[config.mk]
export PLATFORM = sky130hd
export DESIGN_NAME = rca_cfg_sequencer_flat
export DESIGN_NICKNAME = d
export VERILOG_FILES = /design/src/rtl/rca_cfg_sequencer_if.sv /design/src/rtl/rca_cfg_sequencer.sv /design/src/flat_wrapper.sv
export SDC_FILE = /design/constraint.sdc
export NUM_CORES = 1
export LEC_CHECK = 0
export BUFFER_PORTS_ARGS = -buffer_cell sky130_fd_sc_hd__buf_2
export CAP_MARGIN = 0
export CORE_UTILIZATION = 45
export CTS_BUF_LIST = sky130_fd_sc_hd__clkbuf_4
export DETAILED_ROUTE_END_ITERATION = 16
export GPL_TIMING_DRIVEN = 0
export HOLD_SLACK_MARGIN = 0.05
export PLACE_DENSITY = 0.77
export SLEW_MARGIN = 30
export SYNTH_ARGS = -nofsm -noshare
export SYNTH_HDL_FRONTEND = slang
export SYNTH_SLANG_ARGS = --single-unit
[constraint.sdc]
create_clock -name clk -period 3.2 [get_ports clk]
set_input_delay 0 -clock clk [delete_from_list [all_inputs] [get_ports clk]]
set_output_delay 0 -clock clk [all_outputs]
set_load 0.02 [all_outputs]
[src/rtl/rca_cfg_sequencer_if.sv]
// Issue-side and array-configuration-bus signals of the RCA configuration sequencer.
// The sequencer takes the slave modport; issue logic plus the array side take master.
interface rca_cfg_sequencer_if #(
    parameter int ADDR_W = 8
);
    logic              issue_valid;
    logic [2:0]        issue_fn3;
    logic [31:0]       issue_rs1;
    logic [31:0]       issue_rs2;
    logic              issue_ready;
    logic              illegal_inst;
    logic              cfg_valid;
    logic [2:0]        cfg_sel;
    logic [ADDR_W-1:0] cfg_addr;
    logic [31:0]       cfg_data;
    logic              cfg_ready;
    logic              cfg_idle;

    modport master (
        output issue_valid, issue_fn3, issue_rs1, issue_rs2, cfg_ready,
        input  issue_ready, illegal_inst, cfg_valid, cfg_sel, cfg_addr, cfg_data, cfg_idle
    );

    modport slave (
        input  issue_valid, issue_fn3, issue_rs1, issue_rs2, cfg_ready,
        output issue_ready, illegal_inst, cfg_valid, cfg_sel, cfg_addr, cfg_data, cfg_idle
    );
endinterface

[src/rtl/rca_cfg_sequencer.sv]
// RCA config sequencer: FIFO of config instructions drained onto the array bus with a settle window.
// Define RCA_CFG_PERF_EN to add the perf_writes / perf_stall saturating counters.
module rca_cfg_sequencer #(
    parameter int DEPTH         = 4,
    parameter int ADDR_W        = 8,
    parameter int SETTLE_CYCLES = 2
) (
    input  logic              clk,
    input  logic              rst,
`ifdef RCA_CFG_PERF_EN
    output logic [31:0]       perf_writes,
    output logic [31:0]       perf_stall,
`endif
    rca_cfg_sequencer_if.slave bus
);
    localparam int PTR_W = $clog2(DEPTH) + 1;
    localparam logic [PTR_W-1:0] PTR_MSB = PTR_W'(1) << (PTR_W - 1);

    typedef struct packed {
        logic [2:0]        sel;
        logic [ADDR_W-1:0] addr;
        logic [31:0]       data;
    } entry_t;

    typedef enum logic [1:0] {IDLE, WRITE, SETTLE} state_t;

    entry_t           mem [DEPTH];
    logic [PTR_W-1:0] wr_ptr, rd_ptr;
    logic             full, empty, push, pop, fn3_cfg;
    state_t           state, state_nxt;
    logic [3:0]       cnt, cnt_nxt;
    logic             illegal_q;
    entry_t           out_q;

    logic unused_rs1;
    assign unused_rs1 = ^bus.issue_rs1[31:ADDR_W];

    assign full    = (wr_ptr ^ rd_ptr) == PTR_MSB;
    assign empty   = wr_ptr == rd_ptr;
    assign fn3_cfg = (bus.issue_fn3 >= 3'b001) && (bus.issue_fn3 <= 3'b101);
    // No pop-to-push bypass: a full FIFO refuses even when the head leaves this cycle.
    assign push    = bus.issue_valid && !full && fn3_cfg;

    always_ff @(posedge clk) begin
        if (push)
            mem[wr_ptr[PTR_W-2:0]] <= '{sel: bus.issue_fn3, addr: bus.issue_rs1[ADDR_W-1:0],
                                        data: bus.issue_rs2};
    end

    always_ff @(posedge clk or negedge rst) begin
        if (!rst) begin
            wr_ptr    <= '0;
            rd_ptr    <= '0;
            state     <= IDLE;
            cnt       <= '0;
            illegal_q <= 1'b0;
            out_q     <= '0;
        end else begin
            if (push) wr_ptr <= wr_ptr + 1'b1;
            if (pop) begin
                rd_ptr <= rd_ptr + 1'b1;
                out_q  <= mem[rd_ptr[PTR_W-2:0]];
            end
            state     <= state_nxt;
            cnt       <= cnt_nxt;
            illegal_q <= bus.issue_valid && (bus.issue_fn3 == 3'b111);
        end
    end

    always_comb begin
        state_nxt = state;
        cnt_nxt   = cnt;
        pop       = 1'b0;
        case (state)
            IDLE: begin
                if (!empty) begin
                    pop       = 1'b1;
                    state_nxt = WRITE;
                end
            end
            WRITE: begin
                if (bus.cfg_ready) begin
                    if (!empty) begin
                        pop = 1'b1;
                    end else if (SETTLE_CYCLES == 0) begin
                        state_nxt = IDLE;
                    end else begin
                        state_nxt = SETTLE;
                        cnt_nxt   = 4'(SETTLE_CYCLES);
                    end
                end
            end
            SETTLE: begin
                // A fresh push abandons the window; the next write restarts it in full.
                if (push || cnt <= 4'd1) state_nxt = IDLE;
                else                     cnt_nxt   = cnt - 4'd1;
            end
            default: state_nxt = IDLE;
        endcase
    end

    assign bus.issue_ready  = !full;
    assign bus.illegal_inst = illegal_q;
    assign bus.cfg_valid    = state == WRITE;
    assign bus.cfg_sel      = out_q.sel;
    assign bus.cfg_addr     = out_q.addr;
    assign bus.cfg_data     = out_q.data;
    assign bus.cfg_idle     = (state == IDLE) && empty;

`ifdef RCA_CFG_PERF_EN
    always_ff @(posedge clk or negedge rst) begin
        if (!rst) begin
            perf_writes <= '0;
            perf_stall  <= '0;
        end else begin
            if (bus.cfg_valid && bus.cfg_ready && perf_writes != '1)
                perf_writes <= perf_writes + 32'd1;
            if (bus.cfg_valid && !bus.cfg_ready && perf_stall != '1)
                perf_stall <= perf_stall + 32'd1;
        end
    end
`endif
endmodule

[src/flat_wrapper.sv]
// flat-port wrapper written by rule: the top's interface ports become plain ports
module rca_cfg_sequencer_flat 
#(
    parameter int DEPTH         = 4,
    parameter int ADDR_W        = 8,
    parameter int SETTLE_CYCLES = 2
)
  (clk, rst, bus_issue_valid, bus_issue_fn3, bus_issue_rs1, bus_issue_rs2, bus_cfg_ready, bus_issue_ready, bus_illegal_inst, bus_cfg_valid, bus_cfg_sel, bus_cfg_addr, bus_cfg_data, bus_cfg_idle);
  rca_cfg_sequencer_if #(.ADDR_W(ADDR_W)) bus_i ();
  input  logic clk;
  input  logic rst;
  input wire logic [$bits(bus_i.issue_valid)-1:0] bus_issue_valid;
  input wire logic [$bits(bus_i.issue_fn3)-1:0] bus_issue_fn3;
  input wire logic [$bits(bus_i.issue_rs1)-1:0] bus_issue_rs1;
  input wire logic [$bits(bus_i.issue_rs2)-1:0] bus_issue_rs2;
  input wire logic [$bits(bus_i.cfg_ready)-1:0] bus_cfg_ready;
  output wire logic [$bits(bus_i.issue_ready)-1:0] bus_issue_ready;
  output wire logic [$bits(bus_i.illegal_inst)-1:0] bus_illegal_inst;
  output wire logic [$bits(bus_i.cfg_valid)-1:0] bus_cfg_valid;
  output wire logic [$bits(bus_i.cfg_sel)-1:0] bus_cfg_sel;
  output wire logic [$bits(bus_i.cfg_addr)-1:0] bus_cfg_addr;
  output wire logic [$bits(bus_i.cfg_data)-1:0] bus_cfg_data;
  output wire logic [$bits(bus_i.cfg_idle)-1:0] bus_cfg_idle;
  assign bus_i.issue_valid = bus_issue_valid;
  assign bus_i.issue_fn3 = bus_issue_fn3;
  assign bus_i.issue_rs1 = bus_issue_rs1;
  assign bus_i.issue_rs2 = bus_issue_rs2;
  assign bus_i.cfg_ready = bus_cfg_ready;
  assign bus_issue_ready = bus_i.issue_ready;
  assign bus_illegal_inst = bus_i.illegal_inst;
  assign bus_cfg_valid = bus_i.cfg_valid;
  assign bus_cfg_sel = bus_i.cfg_sel;
  assign bus_cfg_addr = bus_i.cfg_addr;
  assign bus_cfg_data = bus_i.cfg_data;
  assign bus_cfg_idle = bus_i.cfg_idle;
  rca_cfg_sequencer #(.DEPTH(DEPTH), .ADDR_W(ADDR_W), .SETTLE_CYCLES(SETTLE_CYCLES)) u_core (.clk(clk), .rst(rst), .bus(bus_i));
endmodule
==> metrics.md <==
| Metric | Value |
|---|---|
| DP Area | between 9000 and 10000 um^2 |
| RSZ-0062 raised after global routing | false |
| WP data arrival | 2700 ps |
| Critical Path RT | 3520 ps |
| Register area share after synthesis | 75.18% |
| TritonCTS clock tree | built |
| Chip Width | 141.3 um |
| Crit path max-delay cell type | dfrtp_1 |
| Critical Path Sink Type | flip-flop |
| Largest net degree at the start of global routing | 37 |
| First-pass GRT wire length | 27280 um |
| Slew Viols, Final | 0 |
| FF+latch count, synth | 228 |
| Final Instance Area | 11120 um^2 |
| Max VDD drop | approximately 0.00042 V |
| Pre-CTS setup slack | 846.6 ps |
| Setup Fix Bufs, Post-CTS | 0 |
| Via Count | 4643 |
| Root Buffer | clkbuf_4 |
| Sequential power share | 41.1% |
| Initial antenna violation count | 0 |
| Final setup margin | 823.1 ps |
| Max stage delay on crit path | 400 ps |
| Starting Density | 46.23% |
| Worst-margin pin slew | 684.2 ps |
| Post-route ant nets | 0 |
| Half-perimeter wire length after placement | 9944 um |
| Switch share | 31.62% |
| CP Launch Type | flip-flop |
| Clock share of power | between 20 and 25% |
| Max Cap Viol | 0 |
| Drt pass-1 iters | 4 |
| Clock slew at reported path FFs | 70 ps |
| Hold Path Class | in -> reg |
| Ratio of cells with drive above 1 in the final layout | 43.28% |
| Internal power | 7053 uW |
| Post-Syn Area | 8735 um^2 |
| Minimum clock period | 2377 ps |
| Synth top area share | 59.13% |
| Worst min-delay path endpoint | u_core.mem[0][28] |
| Worst reg-to-reg setup slack | 820 ps |
| Reg2Reg Depth | 7 |
| Psw | 3262 uW |
| Most used cell, CP | nor3_2 |
| GR Overflow Total | 0 |
| Clk buf depth | 3 |
| Critical path type | reg -> reg |
| Dominant cell type by area after synthesis | edfxtp_1 |
| DRT iter0 DRCs | 199 |
| Total Routing Usage GR | 18.25% |
| Final Skew | 35.73 ps |
| Worst Min Path Start | bus_issue_rs2[28] |
| Sink Count | 228 |
| Period utilization | 74.28% |
| Total CTS buffers | 56 |
| FF-to-FF End | u_core.mem[2][21] |
| Clock latency on the worst-skew pair | 650 ps |
| Area grow syn2layout | 27.26% |
| Routed vias/inst | about 5 |
| Port Buffers | 93 |
| Mapped Cells | 391 |
| Comb pwr share | between 30% and 40% |
| Nets | ~700 |
| Ranking of synthesized cells by area | edfxtp_1, dfrtp_1, mux4_2 |
| Syn avg cell area | between 20 and 25 um^2 |
| Status | finished, final reports clean |
| Post-synth cell types | 34 |
| Final hold slack | 122.0 ps |
| Ports | 118 |
| FP Rows | 50 |
| Slew headroom | 54.38% |
| Yosys warnings | 0 |
| Vias in the first global route | 5215 |
| Die H | 141.3 um |
| Crit Path Max Fanout | 29 |
| Family with the most delay on the worst path | simple AND/OR/NAND/NOR gates |
| H-tree levels | 2 |
| Fmax | 420.7 MHz |
| Final hold violations | 0 |
| Worst Path Buf+Inv | 3 |
| GP Congestion | 0.6778 |
| Power density over the cells | 927.9 nW/um^2 |
| Leakage | about 0.0042 uW |
| Drt wl/cell | 18.48 um |
| DR DRC count | 0 |
| Cell Chain, Critical Path | buf_6 -> xor2_2 -> nor3_2 -> nor3_2 -> buf_4 -> and2_4 -> buf_12 |
| Post-Syn Nets | 469 |
| Die footprint | ~20000 um^2 |
| Post-Route WL | 17190 um |
| Hold path depth | 2 |
| Setup violators final | 0 |
| Worst R2R Start | u_core.rd_ptr[1] |
| CORE AREA | 18890 um^2 |
| Ant diodes | 0 |
[per-stage QoR]
stage          util [%]  cells  total power, uW  TNS [ps]
3_5_place_dp      51.01    749             8035         0
5_1_grt           58.83    930            10880         0
4_1_cts           58.83    930            10460         0
3_3_place_gp      50.42    744             7870    -77990
2_1_floorplan         -    391             6992         0
6_report          58.83    930            10310         0
[synth_stat cells (all sizes together)]
master / number
a21oi: 1
dfrtp: 56
a311o: 1
and4: 1
buf: 12
nand2: 8
or3: 2
mux2: 45
edfxtp: 172
xnor2: 3
clkbuf: 4
and2: 4
nor2b: 2
nand3: 1
nor4: 1
ha: 7
xor2: 4
nor2: 1
nand2b: 2
o211ai: 1
or4: 1
o211a: 1
nor3b: 3
o21ai: 4
nor3: 4
mux4: 43
inv: 7
[layer usage]
metal / vias up / global-route usage [%] / routed length (um)
met5: - / 0 / 0
met4: 0 / 6.693 / 307
met3: 34 / 4.657 / 857
met2: 152 / 31.47 / 8660
met1: 2385 / 22.25 / 7362
li1: 2072 / - / -
[repair_timing]
item,CTS,global route
endpoints found under the setup margin,0,0
endpoints found under the hold margin,237,0
hold buffers,76,0
gates resized for setup,0,0
[final cells by class]
| type | count | area [um^2] |
|---|---|---|
| Sequential cell | 228 | 6566 |
| Inverter | 7 | 26.28 |
| Fill cell | 1482 | 7777 |
| Timing Repair Buffer | 174 | 1339 |
| Clock buffer | 75 | 563.0 |
| Clock inverter | 30 | 143.9 |
| Tap cell | 260 | 325.3 |
| Buffer | 16 | 117.6 |
| Multi-Input combinational cell | 140 | 2034 |
[cells by family after synthesis]
| group | after synthesis | share of synthesized area (%) |
|---|---|---|
| buffers and inverters | 23 | 1.647 |
| adders and majority gates | 7 | 1.003 |
| muxes | 88 | 18.52 |
| and+or+nand+nor | 30 | 2.134 |
| DFF | 228 | 75.18 |
| xor gates and xnor gates | 7 | 0.8739 |
| AOI/OAI and AO/OA | 8 | 0.6446 |
[worst reg2reg max path, cell delays in order, from the launching register on]
cell     delay [ps]
dfrtp_1         400
buf_6           160
xor2_2          220
nor3_2          100
nor3_2          300
buf_4           240
and2_4          350
buf_12          270
[layout by cell type (no fill, tap or decap), types with 2 or more instances in the layout]
| master | Yosys | routed |
|---|---|---|
| and2_4 | 0 | 4 |
| buf_12 | 0 | 6 |
| buf_2 | 4 | 96 |
| buf_4 | 2 | 3 |
| buf_6 | 6 | 6 |
| clkbuf_1 | 4 | 4 |
| clkbuf_4 | 0 | 75 |
| clkinv_1 | 0 | 25 |
| clkinv_2 | 0 | 4 |
| dfrtp_1 | 56 | 56 |
| dlygate4sd3_1 | 0 | 75 |
| edfxtp_1 | 172 | 172 |
| ha_1 | 7 | 7 |
| inv_1 | 7 | 7 |
| mux2_2 | 7 | 7 |
| mux2_4 | 38 | 38 |
| mux4_2 | 43 | 43 |
| nand2_1 | 8 | 8 |
| nand2b_1 | 2 | 2 |
| nor2b_1 | 2 | 2 |
| nor3_1 | 2 | 2 |
| nor3_2 | 2 | 2 |
| nor3b_2 | 2 | 2 |
| o21ai_0 | 3 | 3 |
| or3_1 | 2 | 2 |
| xnor2_1 | 3 | 3 |
| xor2_1 | 2 | 2 |
| xor2_2 | 2 | 2 |
[how the worst max path moves through the flow]
stage,startpoint,endpoint,slack (ps),cells after the start
after floorplan,u_core.rd_ptr[1],u_core.mem[3][0],510,6
after global placement,u_core.rd_ptr[0],u_core.mem[1][25],-470,6
after detailed placement,u_core.rd_ptr[0],u_core.mem[2][16],850,7
after CTS,u_core.rd_ptr[1],u_core.mem[2][21],810,7
after global routing,u_core.rd_ptr[0],u_core.mem[2][25],690,7
final,u_core.rd_ptr[1],u_core.mem[2][21],820,7
[power groups by stage]
stage	clock network (uW)	logic, uW	registers [uW]
global route	2540	4030	4310
CTS	2390	3830	4240
finish	2320	3760	4240
global placement	0	3580	4290
detailed placement	0	3740	4290
floorplan	0	2410	4580
[registers in the layout (all words and copies together), names as in the netlist]
signal                   count
u_core.state                 2
u_core.bus.cfg_addr          8
u_core.mem                 172
u_core.cnt                   4
u_core.bus.illegal_inst      1
u_core.rd_ptr                3
u_core.wr_ptr                3
u_core.bus.cfg_sel           3
u_core.bus.cfg_data         32
Note: power is estimated with default switching activity, not from simulation.
